[config.mk]
export PLATFORM = sky130hd
export DESIGN_NAME = sum_accum
export DESIGN_NICKNAME = d
export VERILOG_FILES = /design/src/rtl/sum_pkg.sv /design/src/rtl/sum_accum.sv
export SDC_FILE = /design/constraint.sdc
export NUM_CORES = 1
export LEC_CHECK = 0
export CORE_ASPECT_RATIO = 0.5
export CORE_MARGIN = 4
export CORE_UTILIZATION = 30
export CTS_CLUSTER_SIZE = 14
export DETAILED_ROUTE_END_ITERATION = 10
export MAX_ROUTING_LAYER = met4
export PLACE_DENSITY = 0.57
export REMOVE_ABC_BUFFERS = 1
export SETUP_SLACK_MARGIN = 0.5
export SYNTH_ARGS = -nofsm -noshare
export SYNTH_HDL_FRONTEND = slang
export SYNTH_SLANG_ARGS = --single-unit
[constraint.sdc]
create_clock -name clk -period 5 [get_ports clk]
set_clock_uncertainty 0.05 [all_clocks]
set_input_delay 1 -clock clk [delete_from_list [all_inputs] [get_ports clk]]
set_output_delay 1 -clock clk [all_outputs]
set_load 0.01 [all_outputs]
[src/rtl/sum_pkg.sv]
// rtl/sum_pkg.sv - shared state encoding and default widths for the window accumulator
package sum_pkg;

    localparam int DATA_W_DEF = 8;
    localparam int ACC_W_DEF  = 16;
    localparam int CNT_W_DEF  = 8;

    typedef enum logic [1:0] {
        IDLE  = 2'd0,
        ACCUM = 2'd1,
        HOLD  = 2'd2
    } state_t;

endpackage

[src/rtl/sum_accum.sv]
// rtl/sum_accum.sv - windowed accumulator for the adder's sum stream with held result handshake
module sum_accum
    import sum_pkg::*;
#(
    parameter int DATA_W = DATA_W_DEF,
    parameter int ACC_W  = ACC_W_DEF,
    parameter int CNT_W  = CNT_W_DEF
) (
    input  logic              clk,
    input  logic              rst,
    input  logic              start,
    input  logic [CNT_W-1:0]  len,
    input  logic              abort,
    input  logic [DATA_W-1:0] in_data,
    input  logic              in_valid,
    output logic              in_ready,
    output logic [ACC_W-1:0]  out_acc,
    output logic [CNT_W-1:0]  out_count,
    output logic              out_ovf,
    output logic              out_valid,
    input  logic              out_ready,
    output logic              busy
);

    state_t             state;
    state_t             state_next;
    logic [ACC_W-1:0]   acc;
    logic [CNT_W-1:0]   cnt;
    logic [CNT_W-1:0]   len_q;
    logic               ovf;

    logic               take_start;
    logic               accept;
    logic               last_sample;
    logic [CNT_W-1:0]   cnt_inc;
    logic [ACC_W:0]     sum_ext;

    // Abort beats every other request, so it gates both start and sample acceptance.
    assign take_start  = (state == IDLE) && start && !abort;
    assign accept      = (state == ACCUM) && in_valid && !abort;
    assign cnt_inc     = cnt + CNT_W'(1);
    assign last_sample = accept && (cnt_inc == len_q);
    // One extra bit captures the carry out of the accumulator for the sticky wrap flag.
    assign sum_ext     = {1'b0, acc} + (ACC_W + 1)'(in_data);

    // Handshake and status outputs come straight from the state register.
    assign in_ready  = (state == ACCUM);
    assign out_valid = (state == HOLD);
    assign busy      = (state != IDLE);
    assign out_acc   = acc;
    assign out_count = cnt;
    assign out_ovf   = ovf;

    // State register.
    always_ff @(posedge clk) begin
        if (rst) begin
            state <= IDLE;
        end else begin
            state <= state_next;
        end
    end

    // Next-state logic: empty windows go straight to HOLD with a zero result.
    always_comb begin
        state_next = state;
        unique case (state)
            IDLE: begin
                if (take_start) begin
                    state_next = (len != '0) ? ACCUM : HOLD;
                end
            end
            ACCUM: begin
                if (abort) begin
                    state_next = IDLE;
                end else if (last_sample) begin
                    state_next = HOLD;
                end
            end
            HOLD: begin
                if (abort || out_ready) begin
                    state_next = IDLE;
                end
            end
            default: state_next = IDLE;
        endcase
    end

    // Window datapath: clear on start, add accepted samples, hold everything otherwise.
    always_ff @(posedge clk) begin
        if (rst) begin
            acc   <= '0;
            cnt   <= '0;
            len_q <= '0;
            ovf   <= 1'b0;
        end else if (take_start) begin
            acc   <= '0;
            cnt   <= '0;
            len_q <= len;
            ovf   <= 1'b0;
        end else if (accept) begin
            acc <= sum_ext[ACC_W-1:0];
            cnt <= cnt_inc;
            if (sum_ext[ACC_W]) begin
                ovf <= 1'b1;
            end
        end
    end

endmodule

==> metrics.txt <==
# TYPE chip_impl_metric gauge
chip_impl_info{name="critical_path.startpoint_type",value="input pin"} 1
chip_impl_metric{name="seqCellArea",unit="um^2"} 701
chip_impl_metric{name="timing.final.hold_violations",unit=""} 0
chip_impl_info{name="critPathSlowestCell",value="sky130_fd_sc_hd__o2111ai_1"} 1
chip_impl_metric{name="cts_buffer_count",unit=""} 5
chip_impl_info{name="tritoncts",value="done"} 1
chip_impl_metric{name="synthCells",unit=""} 262
chip_impl_metric{name="postLayoutCellArea",unit="um^2"} 2850
chip_impl_metric{name="global_route_wire_length_before_repair",unit="um"} 8870
chip_impl_metric{name="power.internal",unit="mW"} 0.589
chip_impl_metric{name="maximum_number_of_pins_on_one_net_before_global_route_repair",unit=""} 25
chip_impl_metric{name="mappedNetlistArea",unit="um^2"} 2140
chip_impl_metric{name="worst_path_required_time",unit="ns"} 5.11
chip_impl_metric{name="portion_of_the_post_synthesis_area_used_by_sequential_elements",unit="%"} 32.8
chip_impl_metric{name="boundaryPins",unit=""} 50
chip_impl_metric{name="cp_max_fo",unit=""} 8
chip_impl_metric{name="die_width",unit="um"} 127
chip_impl_metric{name="first_global_vias",unit=""} 1898
chip_impl_metric{name="cts_num_sinks",unit=""} 35
chip_impl_metric{name="power",unit="mW"} 0.811
chip_impl_metric{name="timing.reg2reg.setup_slack",unit="ns"} 2.83
chip_impl_info{name="hold_wc_startpoint",value="out_ovf"} 1
chip_impl_info{name="timing.hold.worst.class",value="reg2reg"} 1
chip_impl_metric{name="track_usage",unit="%"} 13.0
chip_impl_metric{name="timing.max_slew.rel_slack",unit="%"} 40.4
chip_impl_metric{name="comb_power_share",unit="%"} 21.5
chip_impl_metric{name="wl_met3",unit="um"} 154
chip_impl_metric{name="grt.overflow.total",unit=""} 0
chip_impl_metric{name="antenna_found_initial",unit=""} 0
chip_impl_metric{name="n_antenna_cell",unit=""} 0
chip_impl_info{name="crit_type",value="in2reg"} 1
chip_impl_metric{name="floorplan_die_area",unit="um^2"} 8620
chip_impl_metric{name="ir_drop",unit="V"} 0.000109
chip_impl_metric{name="floorplan.initialDensity",unit="%"} 31.4
chip_impl_metric{name="cts.path.max_buffers",unit=""} 2
chip_impl_metric{name="pwr-share-seq",unit="%"} 38.7
chip_impl_metric{name="die_span_y",unit="um"} 67.7
chip_impl_metric{name="setup_violation_total_in_the_final_timing_report",unit=""} 0
chip_impl_metric{name="ctsResizeCount",unit=""} 0
chip_impl_metric{name="dr_wl_met2",unit="um"} 2440
chip_impl_metric{name="synth.distinct_cells",unit=""} 48
chip_impl_metric{name="combined_area_of_the_multi_input_logic_cells",unit="um^2"} 1350
chip_impl_metric{name="fin_setup_tns",unit="ns"} 0
chip_impl_info{name="top_layer_used",value="met4"} 1
chip_impl_metric{name="io_buffer_count",unit=""} 49
chip_impl_metric{name="fin_nets",unit=""} 338
chip_impl_info{name="min_delay_worst_endpoint",value="out_ovf"} 1
chip_impl_metric{name="avgRoutedWirePerCell",unit="um"} 13.3
chip_impl_metric{name="route.detailed.drc",unit=""} 0
chip_impl_info{name="outcome",value="completed"} 1
chip_impl_metric{name="area_growth",unit="%"} 33.1
chip_impl_metric{name="switchingPower",unit="mW"} 0.223
chip_impl_info{name="synth_ff_type",value="sky130_fd_sc_hd__dfxtp_1"} 1
chip_impl_metric{name="max_cap_violations",unit=""} 0
chip_impl_metric{name="achievable_clock_frequency",unit="MHz"} 333
chip_impl_metric{name="postRouteWirelength",unit="um"} 5290
chip_impl_metric{name="postLayoutCoreUtil",unit="%"} 41.8
chip_impl_metric{name="met1_length",unit="um"} 2650
chip_impl_metric{name="drive_gt1_share",unit="%"} 5.54
chip_impl_metric{name="routed-via-count",unit=""} 1975
chip_impl_metric{name="synth_enable_flop_cells",unit=""} 0
chip_impl_metric{name="worst_pin_slew",unit="ns"} 0.895
chip_impl_metric{name="power_switching_share",unit="%"} 27.5
chip_impl_metric{name="h-tree-depth",unit=""} 2
chip_impl_metric{name="synth_warnings",unit=""} 0
chip_impl_metric{name="share_clk_of_total_power",unit="%"} 39.9
chip_impl_metric{name="dp.final_hpwl",unit="um"} 3940
chip_impl_metric{name="gpl.final_weighted_congestion",unit=""} 0.820
chip_impl_metric{name="post_drt_via_cell_ratio",unit=""} 4.95
chip_impl_metric{name="syn_avg_cell_area",unit="um^2"} 8.16
chip_impl_metric{name="critical-path-max-stage-delay",unit="ns"} 0.60
chip_impl_metric{name="post-route-min-period",unit="ns"} 3.00
chip_impl_metric{name="detail-route-antenna-nets",unit=""} 0
chip_impl_metric{name="postCtsSetupBuffers",unit=""} 0
chip_impl_info{name="r2r-end",value="out_acc[14]"} 1
chip_impl_info{name="r2r_start",value="out_acc[0]"} 1
chip_impl_metric{name="first_pass_iters",unit=""} 4
chip_impl_metric{name="rows",unit=""} 21
chip_impl_metric{name="cts_hold_buf",unit=""} 0
chip_impl_metric{name="core_area",unit="um^2"} 6810
chip_impl_metric{name="finalCritPeriodShare",unit="%"} 60.0
chip_impl_metric{name="leakagePower",unit="nW"} 1.02
chip_impl_info{name="crit_path_cells",value="clkdlybuf4s50_1 -> ha_1 -> a21o_1 -> and4_1 -> o2111ai_1 -> a2111o_1 -> o21ai_0"} 1
chip_impl_info{name="setup.worst_path.end_class",value="flop"} 1
chip_impl_metric{name="cts.clk_slew.worst_paths",unit="ns"} 0.05
chip_impl_metric{name="final-max-slew-violation-count",unit=""} 0
chip_impl_metric{name="synth_async_sr_flop_share",unit="%"} 0
chip_impl_metric{name="worst_skew_late_latency",unit="ns"} 0.28
chip_impl_metric{name="timing.hold.worst_path_depth",unit=""} 2
chip_impl_info{name="grt_setup_unrepaired",value="no"} 1
chip_impl_metric{name="yosys_register_bits",unit=""} 35
chip_impl_metric{name="power_density",unit="nW/um^2"} 285
chip_impl_metric{name="r2r.worst_path.cells",unit=""} 7
chip_impl_info{name="clock_root_buffer",value="sky130_fd_sc_hd__clkbuf_16"} 1
chip_impl_metric{name="nFillCells",unit=""} 676
chip_impl_metric{name="critPathArrivalTime",unit="ns"} 3.11
chip_impl_metric{name="drt_first_iter_violations",unit=""} 118
chip_impl_metric{name="post_dp_cell_area",unit="um^2"} 2690
==> area by class of cell <==
| class | instances | area share [%] |
|---|---|---|
| multi-input combinational | 207 | 47.4 |
| sequential | 35 | 24.6 |
| timing repair buffer | 50 | 17.5 |
| clock buffer | 8 | 5.50 |
| tap | 92 | 4.05 |
| inverter | 7 | 0.923 |
==> sequential cells by signal, indices dropped and copies added (netlist names) <==
| signal | count |
|---|---|
| len_q | 8 |
| out_acc | 16 |
| state | 2 |
| out_count | 8 |
| out_ovf | 1 |
==> cell families (layout without fill, tap and decap cells) <==
family,Yosys count,in the layout,share of synthesized area [%]
AOI/OAI and AO/OA,71,71,21.6
buffers and inverters,20,65,4.15
adders and majority gates,10,10,6.20
DFF,35,35,32.8
xor gates and xnor gates,22,22,9.01
and+or+nand+nor,103,103,25.8
muxes,1,1,0.468
==> worst max-delay path by stage <==
stage               startpoint     endpoint
floorplan           in_data[0]  out_acc[14]
global placement    in_data[0]  out_acc[14]
detailed placement  in_data[0]  out_acc[14]
CTS                 in_data[0]  out_acc[14]
global route        in_data[0]  out_acc[14]
finish              in_data[1]  out_acc[13]
==> cells in the mapped netlist, types with 2 or more instances <==
cell                        number  area, um^2
sky130_fd_sc_hd__nand2_1        43         161
sky130_fd_sc_hd__dfxtp_1        35         701
sky130_fd_sc_hd__a21oi_1        28         140
sky130_fd_sc_hd__nor2_1         17        63.8
sky130_fd_sc_hd__xor2_1         14         123
sky130_fd_sc_hd__ha_1            9         113
sky130_fd_sc_hd__nand3_1         9        45.0
sky130_fd_sc_hd__xnor2_1         8        70.1
sky130_fd_sc_hd__buf_2           7        35.0
sky130_fd_sc_hd__inv_1           7        26.3
sky130_fd_sc_hd__o21ai_0         7        35.0
sky130_fd_sc_hd__nand4_1         6        37.5
sky130_fd_sc_hd__o211ai_1        6        45.0
sky130_fd_sc_hd__a2111o_1        4        45.0
sky130_fd_sc_hd__a211oi_1        4        30.0
sky130_fd_sc_hd__clkbuf_1        4        15.0
sky130_fd_sc_hd__o21ai_1         4        20.0
sky130_fd_sc_hd__a21o_1          3        22.5
sky130_fd_sc_hd__nand2b_1        3        18.8
sky130_fd_sc_hd__nor4_1          3        18.8
sky130_fd_sc_hd__o21a_1          3        22.5
sky130_fd_sc_hd__or3_1           3        18.8
sky130_fd_sc_hd__a22oi_1         2        15.0
sky130_fd_sc_hd__a31oi_1         2        12.5
sky130_fd_sc_hd__and2_1          2        12.5
sky130_fd_sc_hd__and4_1          2        17.5
sky130_fd_sc_hd__nor3_1          2        10.0
sky130_fd_sc_hd__nor3_4          2        32.5
sky130_fd_sc_hd__o2111ai_1       2        17.5
sky130_fd_sc_hd__o31ai_1         2        15.0
sky130_fd_sc_hd__or4_1           2        15.0
==> per-layer routing <==
metal | up-vias | GRT usage (%)
met4 | 0 | 4.01
met1 | 913 | 16.2
met5 | - | -
met2 | 29 | 21.9
met3 | 5 | 2.45
li1 | 1028 | -
==> stage by stage <==
step | std cells | hold WS (ns) | setup WS [ns]
2_1_floorplan | 249 | 0.392 | 2.37
3_3_place_gp | 391 | 0.415 | 1.78
3_5_place_dp | 391 | 0.404 | 1.72
4_1_cts | 399 | 0.417 | 2.00
5_1_grt | 399 | 0.442 | 1.85
6_report | 399 | 0.412 | 2.00
==> power groups by stage <==
stage                     sequential [mW]  clock [mW]  combinational [mW]
after floorplan                     0.317           0               0.105
after global placement              0.320           0               0.173
after detailed placement            0.320           0               0.175
after CTS                           0.314       0.330               0.176
after global routing                0.317       0.343               0.194
final                               0.314       0.324               0.174
==> worst max-delay path, delay by kind of cell <==
kind | cells | cell delay, ns
AOI/OAI and AO/OA | 4 | 1.10
buffers and inverters | 1 | 0.47
adders and majority gates | 1 | 0.32
and+or+nand+nor | 1 | 0.24
==> cell usage in the layout (no fill, tap or decap), types with 2 or more instances in the layout <==
| cell | instances |
|---|---|
| sky130_fd_sc_hd__clkdlybuf4s50_1 | 49 |
| sky130_fd_sc_hd__nand2_1 | 43 |
| sky130_fd_sc_hd__dfxtp_1 | 35 |
| sky130_fd_sc_hd__a21oi_1 | 28 |
| sky130_fd_sc_hd__nor2_1 | 17 |
| sky130_fd_sc_hd__xor2_1 | 14 |
| sky130_fd_sc_hd__nand3_1 | 9 |
| sky130_fd_sc_hd__ha_1 | 9 |
| sky130_fd_sc_hd__xnor2_1 | 8 |
| sky130_fd_sc_hd__inv_1 | 7 |
| sky130_fd_sc_hd__o21ai_0 | 7 |
| sky130_fd_sc_hd__o211ai_1 | 6 |
| sky130_fd_sc_hd__nand4_1 | 6 |
| sky130_fd_sc_hd__clkbuf_16 | 5 |
| sky130_fd_sc_hd__o21ai_1 | 4 |
| sky130_fd_sc_hd__a2111o_1 | 4 |
| sky130_fd_sc_hd__a211oi_1 | 4 |
| sky130_fd_sc_hd__a21o_1 | 3 |
| sky130_fd_sc_hd__o21a_1 | 3 |
| sky130_fd_sc_hd__or3_1 | 3 |
| sky130_fd_sc_hd__nor4_1 | 3 |
| sky130_fd_sc_hd__nand2b_1 | 3 |
| sky130_fd_sc_hd__and4_1 | 2 |
| sky130_fd_sc_hd__o2111ai_1 | 2 |
| sky130_fd_sc_hd__nor3_4 | 2 |
| sky130_fd_sc_hd__nor3_1 | 2 |
| sky130_fd_sc_hd__a31oi_1 | 2 |
| sky130_fd_sc_hd__or4_1 | 2 |
| sky130_fd_sc_hd__and2_1 | 2 |
| sky130_fd_sc_hd__a22oi_1 | 2 |
| sky130_fd_sc_hd__o31ai_1 | 2 |
| sky130_fd_sc_hd__clkbuf_8 | 2 |
Power figures use the tool's default switching activity.
